### config.mk
export PLATFORM = sky130hd
export DESIGN_NAME = arb_mux_rr
export DESIGN_NICKNAME = d
export VERILOG_FILES = /design/src/rtl/arb_mux_rr.sv
export SDC_FILE = /design/constraint.sdc
export NUM_CORES = 1
export LEC_CHECK = 0
export BUFFER_PORTS_ARGS = -buffer_cell sky130_fd_sc_hd__buf_2
export CORE_ASPECT_RATIO = 1.1
export CORE_UTILIZATION = 26
export CTS_CLUSTER_DIAMETER = 80
export DETAILED_ROUTE_END_ITERATION = 10
export GPL_ROUTABILITY_DRIVEN = 0
export GPL_TIMING_DRIVEN = 0
export PLACE_DENSITY_LB_ADDON = 0.3
export SYNTH_ARGS = -nofsm -noshare
export SYNTH_HDL_FRONTEND = slang
export SYNTH_SLANG_ARGS = --single-unit
### constraint.sdc
create_clock -name clk -period 9.95 [get_ports clk]
set_input_delay 1.99 -clock clk [delete_from_list [all_inputs] [get_ports clk]]
set_output_delay 1.99 -clock clk [all_outputs]
set_load 0.05 [all_outputs]
### src/rtl/arb_mux_rr.sv
// Round-robin N:1 arbiter and payload mux feeding a one-entry output register; packet lock when ARB_MUX_RR_LOCK_EN is defined.
// Latency: one cycle from an accepted input beat to out_valid; sustains one beat per cycle.
// Backpressure: in_ready is offered only when the output register is empty or being drained this cycle.
module arb_mux_rr #(
    parameter int num_port   = 4,
    parameter int data_width = 32
) (
    input  logic                           clk,
    input  logic                           reset,
    input  logic [num_port-1:0]            in_valid,
    output logic [num_port-1:0]            in_ready,
    input  logic [num_port*data_width-1:0] in_data,
`ifdef ARB_MUX_RR_LOCK_EN
    input  logic [num_port-1:0]            in_last,
`endif
    output logic                           out_valid,
    input  logic                           out_ready,
    output logic [data_width-1:0]          out_data,
    output logic [num_port-1:0]            out_grant
);

    localparam int idx_w = (num_port > 1) ? $clog2(num_port) : 1;
    localparam logic [idx_w-1:0] last_rst = idx_w'(num_port - 1);

    logic                  out_valid_q, out_valid_d;
    logic [num_port-1:0]   out_grant_q, out_grant_d;
    logic [data_width-1:0] out_data_q, out_data_d;
    logic [idx_w-1:0]      last_q, last_d;

    logic [num_port-1:0]   eligible;
    logic [num_port-1:0]   grant;
    logic [idx_w-1:0]      grant_idx;
    logic [idx_w-1:0]      cand_idx;
    logic [data_width-1:0] sel_data;
    logic                  load_en;
    logic                  xfer;

`ifdef ARB_MUX_RR_LOCK_EN
    logic lock_q, lock_d;

    // While a packet is open, the locked channel is the one recorded in last_q.
    always_comb begin
        eligible = in_valid;
        if (lock_q) begin
            eligible = in_valid & (num_port'(1) << last_q);
        end
    end
`else
    always_comb begin
        eligible = in_valid;
    end
`endif

    // Search begins one past the last granted channel and wraps.
    always_comb begin
        grant     = '0;
        grant_idx = '0;
        cand_idx  = '0;
        for (int off = 1; off <= num_port; off++) begin
            cand_idx = idx_w'((int'(last_q) + off) % num_port);
            if ((grant == '0) && eligible[cand_idx]) begin
                grant[cand_idx] = 1'b1;
                grant_idx       = cand_idx;
            end
        end
    end

    always_comb begin
        sel_data = '0;
        for (int i = 0; i < num_port; i++) begin
            sel_data = sel_data | (in_data[i*data_width +: data_width] & {data_width{grant[i]}});
        end
    end

    assign load_en  = ~out_valid_q | out_ready;
    assign in_ready = grant & {num_port{load_en & ~reset}};
    assign xfer     = |in_ready;

    always_comb begin
        out_valid_d = out_valid_q;
        out_grant_d = out_grant_q;
        out_data_d  = out_data_q;
        last_d      = last_q;
        if (xfer) begin
            out_valid_d = 1'b1;
            out_grant_d = grant;
            out_data_d  = sel_data;
            last_d      = grant_idx;
        end else if (out_valid_q && out_ready) begin
            out_valid_d = 1'b0;
            out_grant_d = '0;
        end
    end

    always_ff @(posedge clk) begin
        if (reset) begin
            out_valid_q <= 1'b0;
            out_grant_q <= '0;
            out_data_q  <= '0;
            last_q      <= last_rst;
        end else begin
            out_valid_q <= out_valid_d;
            out_grant_q <= out_grant_d;
            out_data_q  <= out_data_d;
            last_q      <= last_d;
        end
    end

`ifdef ARB_MUX_RR_LOCK_EN
    always_comb begin
        lock_d = lock_q;
        if (xfer) begin
            lock_d = ~|(in_last & grant);
        end
    end

    always_ff @(posedge clk) begin
        if (reset) begin
            lock_q <= 1'b0;
        end else begin
            lock_q <= lock_d;
        end
    end
`endif

    assign out_valid = out_valid_q;
    assign out_grant = out_grant_q;
    assign out_data  = out_data_q;

endmodule
==> results summary, run 1 <==
The number of flops mapped to enable cells by yosys is 0. The clock period minus final worst setup slack came out at roughly 6.8 ns. The cell total after placement came out at between 700 and 800. After synthesis, the mean cell area works out to between 8 and 9 µm². The maximum vdd ir drop came out at ~0.17 mV.

The flow ran to the end, and the final reports show no timing, DRC or antenna violations. The final worst-path cycle share came out at around two thirds. In this run the biggest area consumer among cell types represents a little under a quarter of the synthesized area. The ratio of total power to cell area is about 440 nW/µm². The relative contribution of combinational cells to total power came out at between 70% and 80%. The count of routing violations after the opening detailed-route iteration came out at between 400 and 500. Grouping stages by cell kind, the critical path spends the most delay in buffers and inverters. The delay of the slowest cell on the worst path came out at around 0.56 ns. After floorplanning, the core was divided into 43 placement rows. The fmax came out at about 0.15 GHz. The remaining antenna violation count after routing came out at 0. The count of clock tree sinks is 39. The post-route worst hold slack is ~0.47 ns. The net count reported at finish is between 700 and 800. The HPWL reported at the end of detailed placement came out at approximately 9.5 mm. The count of buffers inserted at the top-level ports came out at roughly 180. The total standard cell area after synthesis came out at 3340 µm². The maximum net fanout on the critical path is 10. The clock edge transition at the registers on the reported setup and hold paths came out at ~0.06 ns. The standby leakage power is 0.00197 µW.

The number of register bits inferred by synthesis is 39. The power share of the sequential group is around an eighth. The initial antenna violation count came out at 0.

The share of cells above drive strength 1 came out at between 40% and 50%. The root cell of the clock tree is sky130_fd_sc_hd__clkbuf_16. The count of pins over their slew limit came out at 0. The share of synthesized cell area in and, or, nand and nor gates came out at 22.7%. The required time at the worst-slack endpoint is 7.96 ns. Counting stages on the worst path, the most repeated cell is sky130_fd_sc_hd__buf_2. The routed wire length came out at between 10 and 15 mm.

The signal on the critical path passes through buf_2, mux4_2, a21boi_1, a221o_1, or2_1, clkbuf_1, buf_2, and2_1, buf_2. The critical path data arrival time came out at 4.77 ns. The slew at the pin closest to its max-slew limit came out at between 0.7 and 0.8 ns. The buffers plus inverters on the worst setup path is 4. The fraction of the mapped netlist area in adder cells is under 10%. Compared with the post-synthesis result, the final layout area differs by 37.3%.

The net switching fraction of the power is between 50% and 60%. Counting the buffers created by CTS gives 5. The wire length of the first global-routing pass is 19.1 mm. The die span in x is approximately 110 µm.

The net count of the mapped netlist came out at between 500 and 600. The maximum count of clock buffers along a single path came out at 2. The detailed-route wire length per cell came out at 17.3 µm. The number of warnings printed during yosys synthesis is 0. Entering global routing, the biggest net connects 13 pins.

Of the total power, the clock network draws a little under a tenth. The final number of setup-violating endpoints came out at 0. Setup repair after global routing left no endpoint under its margin. The fraction of synthesis flops using an asynchronous set or reset pin is 0%.

The fraction of the mapped netlist area in compound gates came out at between 40% and 50%. Summed over all nets, the switching power comes to 1090 µW. Once the clock tree was built, the setup fixing pass inserted 0 buffers. The critical path endpoint category is a primary output. The number of failing hold endpoints at the final stage came out at 0. The path type of the worst setup path is primary input to primary output.

The setup total negative slack came out at 0 ns. The slowest stage of the critical path belongs to the cell sky130_fd_sc_hd__mux4_2. The first-pass iteration count of the detailed router came out at 6. The tool flagged a number of max-cap violations equal to 0.

The worst hold-check path type is flip-flop to flip-flop. The setup slack after layout came out at between 3 and 4 ns. The overall global routing resource usage came out at about 19%. The via count is about 4.1k. sky130_fd_sc_hd__dfxtp_1 takes more of the synthesized area than any other cell.

The maximum level of the CTS H-tree is 2. Of the synthesized area, sequential elements account for between 20% and 30%. For the worst-skew pair, the clock arrives at the later sink with an insertion delay of 0.29 ns.

The die covers around 13000 µm². The design internal power is between 900 and 1000 µW. After Yosys synthesis, XOR and XNOR cells account for 0% of the synthesized area.

The via count of the first global-routing pass is a little under 4k. The total inserted antenna cells came out at 0. The startpoint type of the worst setup path is a primary input. The final clock skew came out at 0.00674 ns.

OpenSTA, run right after detailed placement, puts the worst setup slack at approximately 3.2 ns. The most used flip-flop cell after synthesis is sky130_fd_sc_hd__dfxtp_1. The per-cell via count in the routed design came out at between 5 and 6.

The post-synthesis mux area share is roughly 3.9%. The post-synthesis cell type count is 48. After global routing the overflow that remains totals 0. By area, the combinational part of the netlist is dominated by compound AO/OA/AOI/OAI gates. The relative slew slack came out at between 40% and 50%. TritonCTS built the clock tree. For this design the top-level I/O count stands at approximately 180. The post-cts sizing count is 0.

The die height came out at 121 µm. For this configuration, the core starts out at a cell density of 26.6%. The core outline area is approximately 13000 µm². The layout filler cell count came out at 1308.

The count of placed standard cells in the final layout, fillers left out came out at between 700 and 800. In this run, post-CTS hold repair placed 0 buffers. The synthesized instance count came out at slightly below 400. Ranked by total cell area, the synthesized netlist is headed by sky130_fd_sc_hd__dfxtp_1, sky130_fd_sc_hd__a311oi_2, sky130_fd_sc_hd__a222oi_1. For this run, design rule violations remaining after detail routing come to 0.
-- power groups by stage --
stage               combinational (µW)  sequential [µW]  clock [µW]
detailed placement                1560              265           0
global placement                  1540              263           0
finish                            1560              261         194
floorplan                         1010              457           0
CTS                               1570              262         198
global route                      1690              269         203
-- metal layers --
layer  global-route usage [%]  wire length [µm]  up-vias
met5                        0                 0        -
met3                     2.75               967       12
li1                         -                 -     1925
met1                     23.2              5390     1921
met4                     5.25               176        0
met2                     32.5              6190      200
-- sequential cells by signal (all words and copies together) (netlist names) --
signal and flops:
out_data 32, last_q 2, out_valid 1, out_grant 4
-- worst reg2reg max path: stages, from the launching register on --
cell                       delay, ns
sky130_fd_sc_hd__dfxtp_1        0.43
sky130_fd_sc_hd__buf_6          0.18
sky130_fd_sc_hd__inv_1          0.11
sky130_fd_sc_hd__ha_1           0.29
sky130_fd_sc_hd__clkbuf_1       0.29
sky130_fd_sc_hd__mux4_2         0.45
sky130_fd_sc_hd__a21boi_1       0.51
sky130_fd_sc_hd__a22oi_1        0.19
sky130_fd_sc_hd__o21ai_1        0.38
sky130_fd_sc_hd__clkbuf_1       0.49
sky130_fd_sc_hd__a222oi_1       0.20
sky130_fd_sc_hd__and3_1         0.24
sky130_fd_sc_hd__a311oi_2       0.24
-- cell families (layout without fill, tap and decap cells) --
kind of cell    Yosys count  in the layout
buf+inv                  44            227
compound gates          135            135
mux                       9              9
simple gates            159            159
flops                    39             39
fa+ha+maj                 8              8
-- layout make-up --
class                           instances  area, µm²  area share [%]
Clock inverter                          2       35.0           0.764
Clock buffer                            6        139            3.03
Timing Repair Buffer                  175        876            19.1
Sequential cell                        39        781            17.0
Tap cell                              157        196            4.29
Multi-Input combinational cell        311       2320            50.6
Inverter                                5       18.8           0.410
Buffer                                 39        216            4.72
-- stage by stage --
step                      utilization, %  area (µm²)  total power (µW)
final                               36.6        4580              2010
after global routing                36.6        4580              2170
after CTS                           36.6        4580              2030
after detailed placement            35.2        4410              1830
after global placement              35.2        4410              1800
after floorplan                        -        3340              1470
-- synthesized netlist by cell type (2+ instances only) --
cell and number:
sky130_fd_sc_hd__nand2_1 69, sky130_fd_sc_hd__nor2_1 41, sky130_fd_sc_hd__dfxtp_1 39, sky130_fd_sc_hd__a22oi_1 33, sky130_fd_sc_hd__and3_1 33, sky130_fd_sc_hd__a222oi_1 32
sky130_fd_sc_hd__a311oi_2 30, sky130_fd_sc_hd__clkbuf_1 25, sky130_fd_sc_hd__buf_6 8, sky130_fd_sc_hd__ha_1 8, sky130_fd_sc_hd__buf_2 5, sky130_fd_sc_hd__inv_1 5
sky130_fd_sc_hd__mux2i_1 5, sky130_fd_sc_hd__o21ai_0 5, sky130_fd_sc_hd__nand2b_1 4, sky130_fd_sc_hd__o21a_1 4, sky130_fd_sc_hd__o21bai_1 4, sky130_fd_sc_hd__a21oi_1 3
sky130_fd_sc_hd__mux4_2 3, sky130_fd_sc_hd__o211a_1 3, sky130_fd_sc_hd__a221o_1 2, sky130_fd_sc_hd__a311oi_1 2, sky130_fd_sc_hd__a31oi_1 2, sky130_fd_sc_hd__nor3_4 2
sky130_fd_sc_hd__nor3b_1 2, sky130_fd_sc_hd__o211ai_1 2, sky130_fd_sc_hd__or2_2 2
-- path summary, 6_finish.rpt --
kind                                   from                         to  slack (ns)  cells past startpoint
setup / recovery                in_valid[2]                in_ready[3]        3.19                      9
hold / removal    out_grant[0]$_SDFFE_PP0P_  out_grant[0]$_SDFFE_PP0P_        0.47                      2
setup reg to reg     last_q[0]$_SDFFE_PP1P_   out_data[9]$_SDFFE_PP0P_        5.86                     12
hold reg to reg   out_grant[0]$_SDFFE_PP0P_  out_grant[0]$_SDFFE_PP0P_        0.47                      2
-- placed cells by master, fill, tap and decap left out, types with 2 or more instances in the layout --
cell type                   count
sky130_fd_sc_hd__a21oi_1        3
sky130_fd_sc_hd__a221o_1        2
sky130_fd_sc_hd__a222oi_1      32
sky130_fd_sc_hd__a22oi_1       33
sky130_fd_sc_hd__a311oi_1       2
sky130_fd_sc_hd__a311oi_2      30
sky130_fd_sc_hd__a31oi_1        2
sky130_fd_sc_hd__and3_1        33
sky130_fd_sc_hd__buf_2        180
sky130_fd_sc_hd__buf_6          8
sky130_fd_sc_hd__clkbuf_1      25
sky130_fd_sc_hd__clkbuf_16      5
sky130_fd_sc_hd__dfxtp_1       39
sky130_fd_sc_hd__ha_1           8
sky130_fd_sc_hd__inv_1          5
sky130_fd_sc_hd__mux2i_1        5
sky130_fd_sc_hd__mux4_2         3
sky130_fd_sc_hd__nand2_1       69
sky130_fd_sc_hd__nand2b_1       4
sky130_fd_sc_hd__nor2_1        41
sky130_fd_sc_hd__nor3_4         2
sky130_fd_sc_hd__nor3b_1        2
sky130_fd_sc_hd__o211a_1        3
sky130_fd_sc_hd__o211ai_1       2
sky130_fd_sc_hd__o21a_1         4
sky130_fd_sc_hd__o21ai_0        5
sky130_fd_sc_hd__o21bai_1       4
sky130_fd_sc_hd__or2_2          2
Power figures use the tool's default switching activity.
==> inputs of run 2 (changes only) <==
--- a/config.mk
+++ b/config.mk
@@ -5,6 +5,7 @@
 export SDC_FILE = /design/constraint.sdc
 export NUM_CORES = 1
 export LEC_CHECK = 0
+export ABC_AREA = 1
 export BUFFER_PORTS_ARGS = -buffer_cell sky130_fd_sc_hd__buf_2
 export CORE_ASPECT_RATIO = 1.1
 export CORE_UTILIZATION = 26
==> constraint.sdc (replaced) <==
create_clock -name clk -period 6.7 [get_ports clk]
set_input_delay 1.34 -clock clk [delete_from_list [all_inputs] [get_ports clk]]
set_output_delay 1.34 -clock clk [all_outputs]
set_load 0.05 [all_outputs]
==> run 2 against run 1 <==
Net effect:
- critical path depth is 8 higher
- via count shrank 11%
- setup slack got worse by 1.1 ns
- worst hold slack gained 0.0039 ns
- sequential share of layout area rose by 2.2 points
- clock skew is 0.0032 ns lower
- design area is 12% lower
- final cell count is 12% higher
- die area is 14% lower
- first-iteration DRC count shrank 79%
- non-clock buffer count down 17
- critical endpoint is now in_ready[1]
==> results summary, run 2 <==
The cell area after placement is 3910 µm² (-11%). The root cell of the clock tree is sky130_fd_sc_hd__clkbuf_16. The worst setup path is launched from a primary input. The number of failing hold endpoints at the final stage came out at 0 (unchanged). Sorting the synthesized cells by how often they occur yields sky130_fd_sc_hd__nand2_1, sky130_fd_sc_hd__nor2_1, sky130_fd_sc_hd__dfxtp_1, sky130_fd_sc_hd__nor3_1, sky130_fd_sc_hd__o21ai_0. The first-pass iteration count of the detailed router is 6 (unchanged).

The path type of the worst setup path is primary input to primary output. The top cell types in the final layout, fill and taps aside, are sky130_fd_sc_hd__nand2_1, sky130_fd_sc_hd__buf_2, sky130_fd_sc_hd__nor2_1. The via count is 3620 (-11%). The routed wire length came out at 10.1 mm (-21%). The commonest non-fill, non-tap cell in the layout is sky130_fd_sc_hd__nand2_1.

The area taken by multi-input logic gates came out at 1840 µm² (-21%). The per-cell via count in the routed design was 4.41 (-20%). The final number of setup-violating endpoints is 0 (unchanged). The dominant cell by count in the synthesized netlist is sky130_fd_sc_hd__nand2_1.

The layout filler cell count came to 1189 (-9.1%). The count of pins over their slew limit came to 0 (unchanged). The relative slew slack is 67.9% (+19 points). The DRC violations left came out at 0 (unchanged). For the finished layout, the period the worst path requires is approximately 4.7 ns. The setup slack after layout is 2.05 ns (-1.14 ns). The launching instance or port of the critical path is in_valid[2]. The count of routing violations after the opening detailed-route iteration was 96 (-79%).

The worst setup path is captured at a primary output. The endpoint identified for the worst register-to-register timing path is out_data[11]$_SDFFE_PP0P_. The clock edge transition at the registers on the reported setup and hold paths is 0.06 ns (about the same). The overall global routing resource usage is 17.7% (-0.81 points). Among cell families on the critical path, the largest total delay comes from simple AND/OR/NAND/NOR gates. The post-route standard cell area excluding fillers is 4050 µm² (-12%). The worst-skew pair later-pin latency came out at 0.28 ns (about the same). The remaining antenna violation count after routing came out at 0 (unchanged). The cell depth of the worst min-delay path is 2 (unchanged). The maximum net fanout on the critical path came out at 7 (-3). The flip-flop count of the largest register after layout came out at 32 (unchanged). The flow ran to the end, and the final reports show no timing, DRC or antenna violations. The TritonCTS clock tree is built. The maximum level of the CTS H-tree came out at 2 (unchanged). The buffers plus inverters on the worst setup path is 4 (unchanged). The delay of the slowest cell on the worst path came out at 0.26 ns (-0.30 ns).

The setup slack after placement came out at 2.04 ns (-1.11 ns). Among the stages of the critical path, the cell type that occurs most often is sky130_fd_sc_hd__nand3_1. The die span in x was 102 µm (-7.4%). The number of warnings printed during yosys synthesis is 0 (unchanged).

The slew at the pin closest to its max-slew limit came out at 0.479 ns (-0.291 ns). The required time at the worst-slack endpoint came out at 5.36 ns (-2.60 ns). The library cell with the largest summed area after synthesis is sky130_fd_sc_hd__nand2_1. The cell with the largest stage delay on the worst path is sky130_fd_sc_hd__buf_2.

The via count of the first global-routing pass is 3486 (-9.5%). The area growth from synthesis to layout came out at 42.0%. The fraction of synthesis flops using an asynchronous set or reset pin is 0% (unchanged). Setup repair after global routing left no endpoint under its margin. The number of setup buffers added after CTS is 0 (unchanged).

The share of cells above drive strength 1 was 34.0% (-7.3 points). The initial core utilization is 27.1% (+0.45 points). For hold timing, the worst endpoint is out_grant[2]$_SDFFE_PP0P_. The net count reported at finish is 820 (+14%). The synthesized instance count was 495 (+26%). The depth of the most critical reg-to-reg path was 21 (+9).

The count of clock tree sinks is 39 (unchanged). Traced cell by cell, the critical path runs through buf_2, inv_1, nand2_1, nand3_2, nand2_4, a21oi_4, nand3_1, nand2_2, nor2_1, nand3_1, nand3_1, nor2_4, nand2_4, nand2_1, nand3_1, inv_1, buf_2. The number of buffers added to fix hold violations after cts came out at 0 (unchanged).

The net count of the mapped netlist came to 638 (+19%). The start point of the worst min-delay path is out_grant[2]$_SDFFE_PP0P_. The number of CTS-inserted buffers came out at 5 (unchanged). The setup total negative slack came out at 0 ns (unchanged). The combined flip-flop and latch cell area is 781 µm² (unchanged). The largest net degree at the start of global routing is 12 (-1). Sorting the synthesized cells by area gives the leading types as sky130_fd_sc_hd__nand2_1, sky130_fd_sc_hd__dfxtp_1, sky130_fd_sc_hd__nor2_1. The mean area per synthesized cell is 5.76 µm² (-32%). The die height is 112 µm (-7.4%).

The internal reg-to-reg setup slack was 3.21 ns (-2.65 ns). The count of max-cap constraint violations came out at 0 (unchanged). The sequential fraction of the synthesis area is 27.4% (+4.0 points). The maximum count of clock buffers along a single path came out at 2 (unchanged). The tightest min-delay check is of the flip-flop to flip-flop type. The post-synthesis cell type count came out at 25 (-48%). The most used flip-flop cell after synthesis is sky130_fd_sc_hd__dfxtp_1. The detailed-route wire length per cell was 12.3 µm (-29%). The initial antenna violation count was 0 (unchanged). The final worst-path cycle share came out at a little over two thirds.

In this run the critical register-to-register path is launched from last_q[0]$_SDFFE_PP1P_. The portion of synthesized cell area occupied by the leading cell type is 30.9% (+7.5 points). The post-cts sizing count came to 0 (unchanged). The total congestion overflow is 0 (unchanged). The number of flops mapped to enable cells by yosys is 0 (unchanged). The top-level port count came out at 176 (unchanged).

The fmax is 0.215 GHz. The critical path data arrival time is 3.31 ns (-1.46 ns). The die area is 11400 µm² (-14%).

The core outline area came out at 10500 µm² (-16%). The count of buffers inserted at the top-level ports came to 175 (unchanged). The standard-cell row count is 39 (-9.3%). The HPWL reported at the end of detailed placement is 7.97 mm (-16%). The number of register bits inferred by synthesis is 39 (unchanged). The total inserted antenna cells is 0 (unchanged).

The final clock skew came out at 0.00354 ns (-0.00320 ns). The total standard cell area after synthesis came out at 2850 µm² (-15%). The wire length of the first global-routing pass came out at 15.8 mm (-17%).
## run 2: changes by cell type after synthesis, moves of 27 or more
cell	previous run	this run
sky130_fd_sc_hd__a222oi_1	32	0
sky130_fd_sc_hd__a22oi_1	33	0
sky130_fd_sc_hd__a311oi_2	30	0
sky130_fd_sc_hd__and3_1	33	0
sky130_fd_sc_hd__nand2_1	69	235
sky130_fd_sc_hd__nor3_1	1	28
## run 2: final cells by class
cell class	instances	share of cell area [%]
Multi-Input combinational cell	407	45.5
Timing Repair Buffer	175	21.6
Sequential cell	39	19.3
Tap cell	143	4.42
Clock buffer	6	3.43
Buffer	22	3.15
Inverter	27	2.50
Clock inverter	1	0.124
## run 2: tightest hold or removal path, stage by stage, from the launching register on
cell	delay, ns
sky130_fd_sc_hd__dfxtp_1	0.31
sky130_fd_sc_hd__nand3_1	0.07
sky130_fd_sc_hd__a21oi_1	0.05
## run 2: stage by stage
stage	hold slack [ns]	util, %	instances
2_1_floorplan	0.544	-	495
3_3_place_gp	0.460	37.1	813
3_5_place_dp	0.472	37.1	813
4_1_cts	0.480	38.4	820
5_1_grt	0.496	38.4	820
6_report	0.479	38.4	820
## run 2: how the worst max path moves through the flow
stage / slack (ns) / depth (start not counted) / endpoint
2_1_floorplan: 2.40 / 15 / in_ready[1]
3_3_place_gp: 2.12 / 17 / in_ready[1]
3_5_place_dp: 2.04 / 17 / in_ready[1]
4_1_cts: 2.03 / 17 / in_ready[1]
5_1_grt: 1.84 / 17 / in_ready[1]
6_report: 2.05 / 17 / in_ready[1]
## run 2: logic make-up after synthesis
family | Yosys count | share of synthesized area, %
AOI/OAI and AO/OA | 44 | 8.68
adders and majority gates | 8 | 3.51
buffers and inverters | 49 | 8.03
DFF | 39 | 27.4
and+or+nand+nor | 355 | 52.4
## run 2: per-layer routing
layer  share of wire [%]  track usage [%]  vias to the layer above
met4                 1.6             5.43                        0
met1                  44             20.0                     1573
met3                 5.7             2.45                       13
met2                  49             33.6                      119
li1                    -                -                     1915
met5                   0                0                        -
Power of run 2 is left out: the tool's default activity adds up to more than one toggle a clock period on the data nets, which glitch-free logic cannot reach.
